**src/rtl/alu_pkg.sv**
```systemverilog
// Shared definitions for the ALU control decoder and the execute stage.
//   - OP_* : 4-bit op select codes driven by the ALU control decoder
//   - state_t : execute-stage FSM states
package alu_pkg;

    localparam logic [3:0] OP_AND = 4'b0000;
    localparam logic [3:0] OP_OR  = 4'b0001;
    localparam logic [3:0] OP_ADD = 4'b0010;
    localparam logic [3:0] OP_NOR = 4'b0100;
    localparam logic [3:0] OP_MUL = 4'b0101;
    localparam logic [3:0] OP_SUB = 4'b0110;
    localparam logic [3:0] OP_DIV = 4'b1000;
    localparam logic [3:0] OP_SLT = 4'b1001;
    localparam logic [3:0] OP_GEZ = 4'b1011;
    localparam logic [3:0] OP_NOP = 4'b1101;

    typedef enum logic [1:0] {
        IDLE = 2'd0,
        RUN  = 2'd1,
        DONE = 2'd2
    } state_t;

endpackage

```
**src/rtl/mul_div_iter.sv**
```systemverilog
// Iterative unsigned multiply / divide engine, one bit per step.
//   clk, rst  : clock, synchronous active-high reset
//   load      : capture operands a/b and mode is_div, clear counter
//   step      : perform one iteration
//   lo_next   : low word after the current step (product low / quotient)
//   hi_next   : high word after the current step (product high / remainder)
//   last      : the current step is the final (WIDTH-th) one
// Multiply uses shift-add on {hi,lo} with lo initially holding the multiplier.
// Divide is restoring: lo initially holds the dividend and is shifted into
// the partial remainder in hi while quotient bits are shifted into lo.
module mul_div_iter
    import alu_pkg::*;
#(
    parameter int WIDTH = 32,
    parameter int CNT_W = $clog2(WIDTH + 1)
) (
    input  logic             clk,
    input  logic             rst,
    input  logic             load,
    input  logic             is_div,
    input  logic [WIDTH-1:0] a,
    input  logic [WIDTH-1:0] b,
    input  logic             step,
    output logic [WIDTH-1:0] lo_next,
    output logic [WIDTH-1:0] hi_next,
    output logic             last
);

    logic [WIDTH-1:0] lo_reg;
    logic [WIDTH-1:0] hi_reg;
    logic [WIDTH-1:0] opnd_reg;
    logic             div_mode_reg;
    logic [CNT_W-1:0] cnt_reg;

    logic [WIDTH:0]   sum;
    logic [WIDTH:0]   shifted;
    logic [WIDTH-1:0] diff;
    logic             ge;

    always_comb begin
        // Multiply: add multiplicand when the multiplier LSB is set, then
        // shift the (WIDTH+1)-bit sum and the multiplier right together.
        sum     = {1'b0, hi_reg} + (lo_reg[0] ? {1'b0, opnd_reg} : '0);
        // Divide: bring in the next dividend bit and trial-subtract.
        shifted = {hi_reg, lo_reg[WIDTH-1]};
        ge      = (shifted >= {1'b0, opnd_reg});
        // When ge holds the difference is below the divisor, so the low
        // WIDTH bits are exact.
        diff    = shifted[WIDTH-1:0] - opnd_reg;
        if (div_mode_reg) begin
            hi_next = ge ? diff : shifted[WIDTH-1:0];
            lo_next = {lo_reg[WIDTH-2:0], ge};
        end else begin
            hi_next = sum[WIDTH:1];
            lo_next = {sum[0], lo_reg[WIDTH-1:1]};
        end
        last = (cnt_reg == CNT_W'(WIDTH - 1));
    end

    always_ff @(posedge clk) begin
        if (rst) begin
            lo_reg       <= '0;
            hi_reg       <= '0;
            opnd_reg     <= '0;
            div_mode_reg <= 1'b0;
            cnt_reg      <= '0;
        end else if (load) begin
            lo_reg       <= a;
            hi_reg       <= '0;
            opnd_reg     <= b;
            div_mode_reg <= is_div;
            cnt_reg      <= '0;
        end else if (step) begin
            lo_reg       <= lo_next;
            hi_reg       <= hi_next;
            cnt_reg      <= cnt_reg + 1'b1;
        end
    end

endmodule

```
**src/rtl/seq_alu_exec.sv**
```systemverilog
// Execute stage behind the ALU control decoder.
//   clk, rst     : clock, synchronous active-high reset
//   start        : request, accepted when not busy (including the DONE cycle)
//   ops, a, b    : op select and operands, sampled on accept
//   result       : primary result, held until the next completion
//   result_hi    : mul high word / div remainder / else 0
//   zero         : result == 0
//   busy         : multi-cycle op in progress (start ignored)
//   done         : one-cycle pulse, outputs valid
//   div_by_zero  : divide with b == 0
//   bad_op       : unlisted op code
// Single-cycle ops complete in the cycle after accept; MUL/DIV spend WIDTH
// cycles in RUN and complete in the following cycle.
module seq_alu_exec
    import alu_pkg::*;
#(
    parameter  int WIDTH = 32,
    localparam int CNT_W = $clog2(WIDTH + 1)
) (
    input  logic             clk,
    input  logic             rst,
    input  logic             start,
    input  logic [3:0]       ops,
    input  logic [WIDTH-1:0] a,
    input  logic [WIDTH-1:0] b,
    output logic [WIDTH-1:0] result,
    output logic [WIDTH-1:0] result_hi,
    output logic             zero,
    output logic             busy,
    output logic             done,
    output logic             div_by_zero,
    output logic             bad_op
);

    state_t state_reg;

    logic [WIDTH-1:0] alu_res;
    logic [WIDTH-1:0] alu_hi;
    logic             alu_dbz;
    logic             alu_bad;
    logic             alu_iter;
    logic             accept;
    logic             eng_load;
    logic             eng_step;
    logic [WIDTH-1:0] eng_lo;
    logic [WIDTH-1:0] eng_hi;
    logic             eng_last;

    // Single-cycle datapath; MUL and non-zero DIV are handed to the engine.
    always_comb begin
        alu_res  = '0;
        alu_hi   = '0;
        alu_dbz  = 1'b0;
        alu_bad  = 1'b0;
        alu_iter = 1'b0;
        case (ops)
            OP_AND: alu_res = a & b;
            OP_OR:  alu_res = a | b;
            OP_ADD: alu_res = a + b;
            OP_NOR: alu_res = ~(a | b);
            OP_SUB: alu_res = a - b;
            OP_SLT: alu_res = {{(WIDTH-1){1'b0}}, ($signed(a) < $signed(b))};
            OP_GEZ: alu_res = {{(WIDTH-1){1'b0}}, ~a[WIDTH-1]};
            OP_NOP: alu_res = '0;
            OP_MUL: alu_iter = 1'b1;
            OP_DIV: begin
                if (b == '0) begin
                    alu_res = '1;
                    alu_hi  = a;
                    alu_dbz = 1'b1;
                end else begin
                    alu_iter = 1'b1;
                end
            end
            default: alu_bad = 1'b1;
        endcase
    end

    assign accept   = start && (state_reg != RUN);
    assign eng_load = accept && alu_iter;
    assign eng_step = (state_reg == RUN);

    mul_div_iter #(
        .WIDTH (WIDTH),
        .CNT_W (CNT_W)
    ) u_iter (
        .clk     (clk),
        .rst     (rst),
        .load    (eng_load),
        .is_div  (ops == OP_DIV),
        .a       (a),
        .b       (b),
        .step    (eng_step),
        .lo_next (eng_lo),
        .hi_next (eng_hi),
        .last    (eng_last)
    );

    always_ff @(posedge clk) begin
        if (rst) begin
            state_reg   <= IDLE;
            result      <= '0;
            result_hi   <= '0;
            zero        <= 1'b1;
            busy        <= 1'b0;
            done        <= 1'b0;
            div_by_zero <= 1'b0;
            bad_op      <= 1'b0;
        end else begin
            case (state_reg)
                // DONE behaves like IDLE for acceptance so requests can
                // issue back-to-back.
                IDLE, DONE: begin
                    done <= 1'b0;
                    busy <= 1'b0;
                    state_reg <= IDLE;
                    if (start) begin
                        if (alu_iter) begin
                            state_reg <= RUN;
                            busy      <= 1'b1;
                        end else begin
                            state_reg   <= DONE;
                            done        <= 1'b1;
                            result      <= alu_res;
                            result_hi   <= alu_hi;
                            zero        <= (alu_res == '0);
                            div_by_zero <= alu_dbz;
                            bad_op      <= alu_bad;
                        end
                    end
                end
                RUN: begin
                    // Capture the engine's post-step value on the final step.
                    if (eng_last) begin
                        state_reg   <= DONE;
                        busy        <= 1'b0;
                        done        <= 1'b1;
                        result      <= eng_lo;
                        result_hi   <= eng_hi;
                        zero        <= (eng_lo == '0);
                        div_by_zero <= 1'b0;
                        bad_op      <= 1'b0;
                    end
                end
                default: begin
                    state_reg <= IDLE;
                    busy      <= 1'b0;
                    done      <= 1'b0;
                end
            endcase
        end
    end

endmodule

```
**config.mk**
```make
export PLATFORM = sky130hd
export DESIGN_NAME = seq_alu_exec
export DESIGN_NICKNAME = d
export VERILOG_FILES = /design/src/rtl/alu_pkg.sv /design/src/rtl/mul_div_iter.sv /design/src/rtl/seq_alu_exec.sv
export SDC_FILE = /design/constraint.sdc
export NUM_CORES = 1
export LEC_CHECK = 0
export CORE_MARGIN = 3
export CORE_UTILIZATION = 35
export CTS_CLUSTER_DIAMETER = 30
export DETAILED_ROUTE_END_ITERATION = 8
export HOLD_SLACK_MARGIN = 0.12
export PLACE_DENSITY = 0.66
export SLEW_MARGIN = 40
export SYNTH_ARGS = -nofsm -noshare
export SYNTH_HDL_FRONTEND = slang
export SYNTH_SLANG_ARGS = --single-unit
```
**constraint.sdc**
```tcl
create_clock -name clk -period 3.3 [get_ports clk]
set_input_delay 0.66 -clock clk [delete_from_list [all_inputs] [get_ports clk]]
set_output_delay 0.66 -clock clk [all_outputs]
set_load 0.02 [all_outputs]
```
### Word-level counts from Yosys, hierarchy flattened

Index checks and enable logic that the tools add are counted.

* bits of input ports: 71
* bits in read-only memories: 0
* latch bits: 0
* output and inout bits: 69
* RAM bits: 0
* register bits: 174
* memories: 0

* multipliers: 0
* reductions and logical operators: 13
* bitwise logic cells: 4
* equal/unequal tests: 16
* add/sub/neg operators: 5
* shifts and indexed selects: 0
* magnitude comparators: 2
* mux-type cells: 45
* divide/modulo/power cells: 0

Operators by type and width (number)
* $mux 32: 15
* $pmux 32 s8: 1
* $pmux 32 s2: 2
* $logic_not 32->1: 3
* $sub 32x32->32: 2
* $add 32x33->33: 1
* $ge 33x32->1: 1
* $add 32x32->32: 1
* $and 32x32->32: 1
* $lt 32x32->1: 1
* $not 32->32: 1
* $or 32x32->32: 1
* $mux 1: 17
* $eq 4x4->1 const B: 4
* $eq 4x3->1 const B: 3
* $pmux 1 s2: 6
* $reduce_or 10->1: 1
* $add 6x1->6 const B: 1
* $eq 6x5->1 const B: 1
* $mux 2: 3
* $eq 4x1->1 const B: 1
* $eq 4x2->1 const B: 1
* $logic_not 4->1: 1
* $ne 2x1->1 const B: 2
* other kinds (10): 14

### Depth between registers and ports, before layout

* word-level depth: 7
* mapped depth: 16
* mapped depth without buffers: 16

### Modules after synthesis

From an unflattened synthesis, not the netlist that was laid out.

* cells, all modules: 2460
* area total of the unflattened synthesis: 17813.3 µm²

Modules (own cells, without submodules)
* seq_alu_exec: times used 1, sequential area each 1381.3 µm², cells an instance 1276, area each 8972.4 µm²
* mul_div_iter: times used 1, sequential area each 2062.0 µm², cells an instance 1184, area each 8841.0 µm²

### Least setup slack after synthesis

OpenSTA, ideal clock, no wires.

* kind: input -> register
* from: input a[0]
* to: register zero
* cell stages on the path: 16
* data arrival time: 3477 ps
* setup slack: -261 ps
* library setup time: 84 ps
* cell sequence: inv_1 ha_1 inv_1 fa_1 nand2b_1 a211oi_1 or2_2 a211o_1 a211o_2 a21boi_2 nor4b_1 o2bb2ai_1 nand4bb_1 nor4_1 nand4_1 o31ai_2

* cells in the longest elaborated chain, start to end: 7
* elaborated cells between the ends (all ways): 11
* those cells by class: add/sub: 2; order compare: 1; mux: 4; bitwise: 3; reduce/logical: 1

RTL lines
* start, declared: RTL line seq_alu_exec.sv:24 `input logic [WIDTH-1:0] a,`
* parallel branches: the longest is 2 deep, another holds $sub 32x32->32
* $pmux 32 s8 *: RTL line seq_alu_exec.sv:56 `case (ops)`
* $logic_not 32->1 *: RTL line seq_alu_exec.sv:126 `zero <= (alu_res == '0);`
* $mux 1 *: RTL line seq_alu_exec.sv:118 `if (alu_iter) begin`
* $mux 1 *: RTL line seq_alu_exec.sv:117 `if (start) begin`
* $pmux 1 s2 *: RTL line seq_alu_exec.sv:110 `case (state_reg)`
* end signal, assigned: RTL line seq_alu_exec.sv:126
* end signal, assigned: RTL line seq_alu_exec.sv:140 `zero <= (eng_lo == '0);`
* end, declared: RTL line seq_alu_exec.sv:28 `output logic zero,`

Mark *: on every way between the ends. The select of a mux whose other input is x is not followed.
A chain may end at the register's enable or synchronous reset.

### Final worst setup path

Same ends and word-level chain as after synthesis.

==> metrics.txt <==
Tmin final=about 3.6 ns; post-route ant nets=0; die footprint=about 51000 sq um; Final Power=8750 uW; Max VDD drop=396 uV; Post-synth EDFFs=0; TritonCTS clock tree=built; unrepaired setup endpoints after global routing=true; Iter 0 DRT Violations=slightly above 2000; vias=approximately 22000; total CTS buffers=17; Final nets=3366; Post-CTS Hold Fix Bufs=0; Startpoint Class=input pin; final hold vios=0; Pleak=0.0123 uW; PD cells=a little over 300 nW/um^2; Syn Area/Cell=between 7 and 8 sq um; run status=finished with violations; drt first pass iters=5; clk_skew=0.0202 ns; initial antenna violation count=2; # H-tree levels=4; post-route cell area=about 28000 sq um; gr ovfl total=0; port buffer count=139; worst min-delay path category=reg -> reg; fmax=roughly 280 MHz; Synth area leader=dfxtp_1; first-pass GRT wire length=between 100000 and 150000 microns; Worst-Margin Slew=between 0.7 and 0.8 ns; Post-Place Worst Slack=-1.68 ns; Yosys cell types=between 90 and 100; largest cells by area after synthesis=dfxtp_1 (20%), ha_1 (12%), a21oi_1 (7.8%); Period Utilization, post-route=109%; post-synthesis sequential area ratio=between 20% and 30%; ys async rst share=0%; Synth Instances=around 2300; Post-synth top flop=dfxtp_1; CP Capture Type=register; CP Data Required Time=roughly 3.7 ns; Yosys reg bits=around 170; Total GRT Usage=a little under a third; Area Overhead vs Synth=68.2%; Initial Utilization=between 30% and 40%; Routed WL=83400 microns; Synth top area share=between 20 and 25%; row count=79; Core ar.=47100 sq um; Max Cap Viol=0; vias in the first global route=approximately 21000; failing checks=setup timing; Syn Nets=approximately 2600; layout cells sized above 1=about two fifths; largest net degree at the start of global routing=76; # IOs=140; routed len/inst=22.3 microns; DR vias/cell=approximately 5.9; later-pin clock latency in the skew report=between 0.4 and 0.5 ns; setup violators final=22; dpl cell area=between 20000 and 25000 sq um; Antenna diodes=0; CP max FO=3; mapped cell area=16900 sq um; Root Buffer=clkbuf_16; Crit Path Category=in -> reg; Remaining DRCs=0; Warnings, synthesis=0; die height=between 200 and 250 microns; routability cong.=0.978; Slew HR=a little under half; Max Slew Vio Count=0; Final HPWL DP=around 62000 microns; CTS sink count=172; Setup WS post-layout=-0.305 ns; chip width=around 230 microns; crit path DAT=around 4 ns; CTS clock-pin slew for the worst setup and hold paths=about 0.07 ns; Max Root-Sink Buffers=2
critical path, stage by stage:
cell and delay [ns]:
buf_8 0.10, buf_6 0.11, inv_4 0.05, ha_4 0.15
inv_2 0.04, fa_2 0.38, buf_4 0.16, a221oi_2 0.25
a21oi_2 0.08, a31oi_2 0.20, and3_1 0.20, and3b_1 0.20
nor4bb_4 0.25, and4_1 0.23, nand4_1 0.19, nor4_4 0.31
buf_4 0.16, nand4_1 0.11, o31ai_2 0.18
kinds of logic after synthesis:
group / Yosys count / share of synthesized area (%)
flip-flops: 172 / 20.3
XOR/XNOR: 65 / 3.36
AND/OR/NAND/NOR: 808 / 22.6
buffers and inverters: 290 / 6.63
multiplexers: 45 / 2.71
AO/OA/AOI/OAI: 801 / 31.7
adder cells (fa/ha/maj): 168 / 12.6
synth_stat cells (all sizes together) (38+ instances only):
| cell | instances |
|---|---|
| nor3 | 55 |
| xnor2 | 44 |
| nor2 | 236 |
| mux2i | 38 |
| a21oi | 266 |
| a211oi | 87 |
| clkbuf | 109 |
| ha | 164 |
| o21ai | 102 |
| nor2b | 41 |
| inv | 144 |
| dfxtp | 172 |
| a21o | 45 |
| nand2 | 249 |
report_power, final:
part	leakage [uW]	switching, uW	internal [uW]	total (uW)
sequential	0.00141	80.8	2150	2230
combinational	0.0106	2190	2090	4280
clock	0.000305	997	1240	2240
layout by cell type, fill, tap and decap left out, drive strengths merged, types with 12 or more instances in the layout:
cell type and count:
xor2 21, or3 13, mux2i 38, nand3 35, nor3 55, and3 20, dlygate4sd2 12, a311oi 30
ha 164, o211ai 37, buf 784, a211oi 87, a221oi 32, inv 150, o21a 21, nor4 31
clkbuf 27, o21ai 102, a21o 45, nand2b 35, o31ai 22, nand2 249, clkdlybuf4s50 87, a21oi 266
dfxtp 172, nor2 236, o21bai 19, nor2b 41, and2 37, xnor2 44, nand4 18, a31oi 20
metrics by stage:
step	hold slack (ns)	setup TNS [ns]	util, %	cells
2_1_floorplan	0.445	-0.185	-	2349
3_3_place_gp	0.446	-49.12	50.5	3614
3_5_place_dp	0.451	-48.45	50.6	3614
4_1_cts	0.468	-2.40	56.9	3719
5_1_grt	0.486	-7.34	60.4	3747
6_report	0.467	-2.10	60.4	3747
final timing paths:
check,slack [ns],start,cells after the start,end
max,-0.30,a[0],19,zero
min,0.47,result[19],2,result[19]
max reg2reg,-0.24,u_iter.lo_reg[0],16,result_hi[29]
min reg2reg,0.47,result[19],2,result[19]
cell type report:
class                      instances  area [sq um]
fill                            4042         18700
multi-input combinational       1888         15400
timing repair buffer             903          7630
sequential                       172          3490
tap                              607           759
inverter                         145           592
clock buffer                      21           460
clock inverter                    11           156
layer usage:
metal / GRT usage, % / vias to the layer above / part of all wire, %
met5: 0 / - / 0.032
li1: - / 10100 / -
met4: 14.5 / 4 / 5.4
met2: 50.0 / 1018 / 45
met3: 5.78 / 266 / 7.6
met1: 39.8 / 10600 / 41
timing repair:
item | 4_1_cts | 5_1_grt
cloned | 1 | 2
setup buffers | 80 | 37
endpoints found under the setup margin | 89 | 87
resized for setup | 514 | 326
pin swaps | 192 | 186
Power figures use the tool's default switching activity.
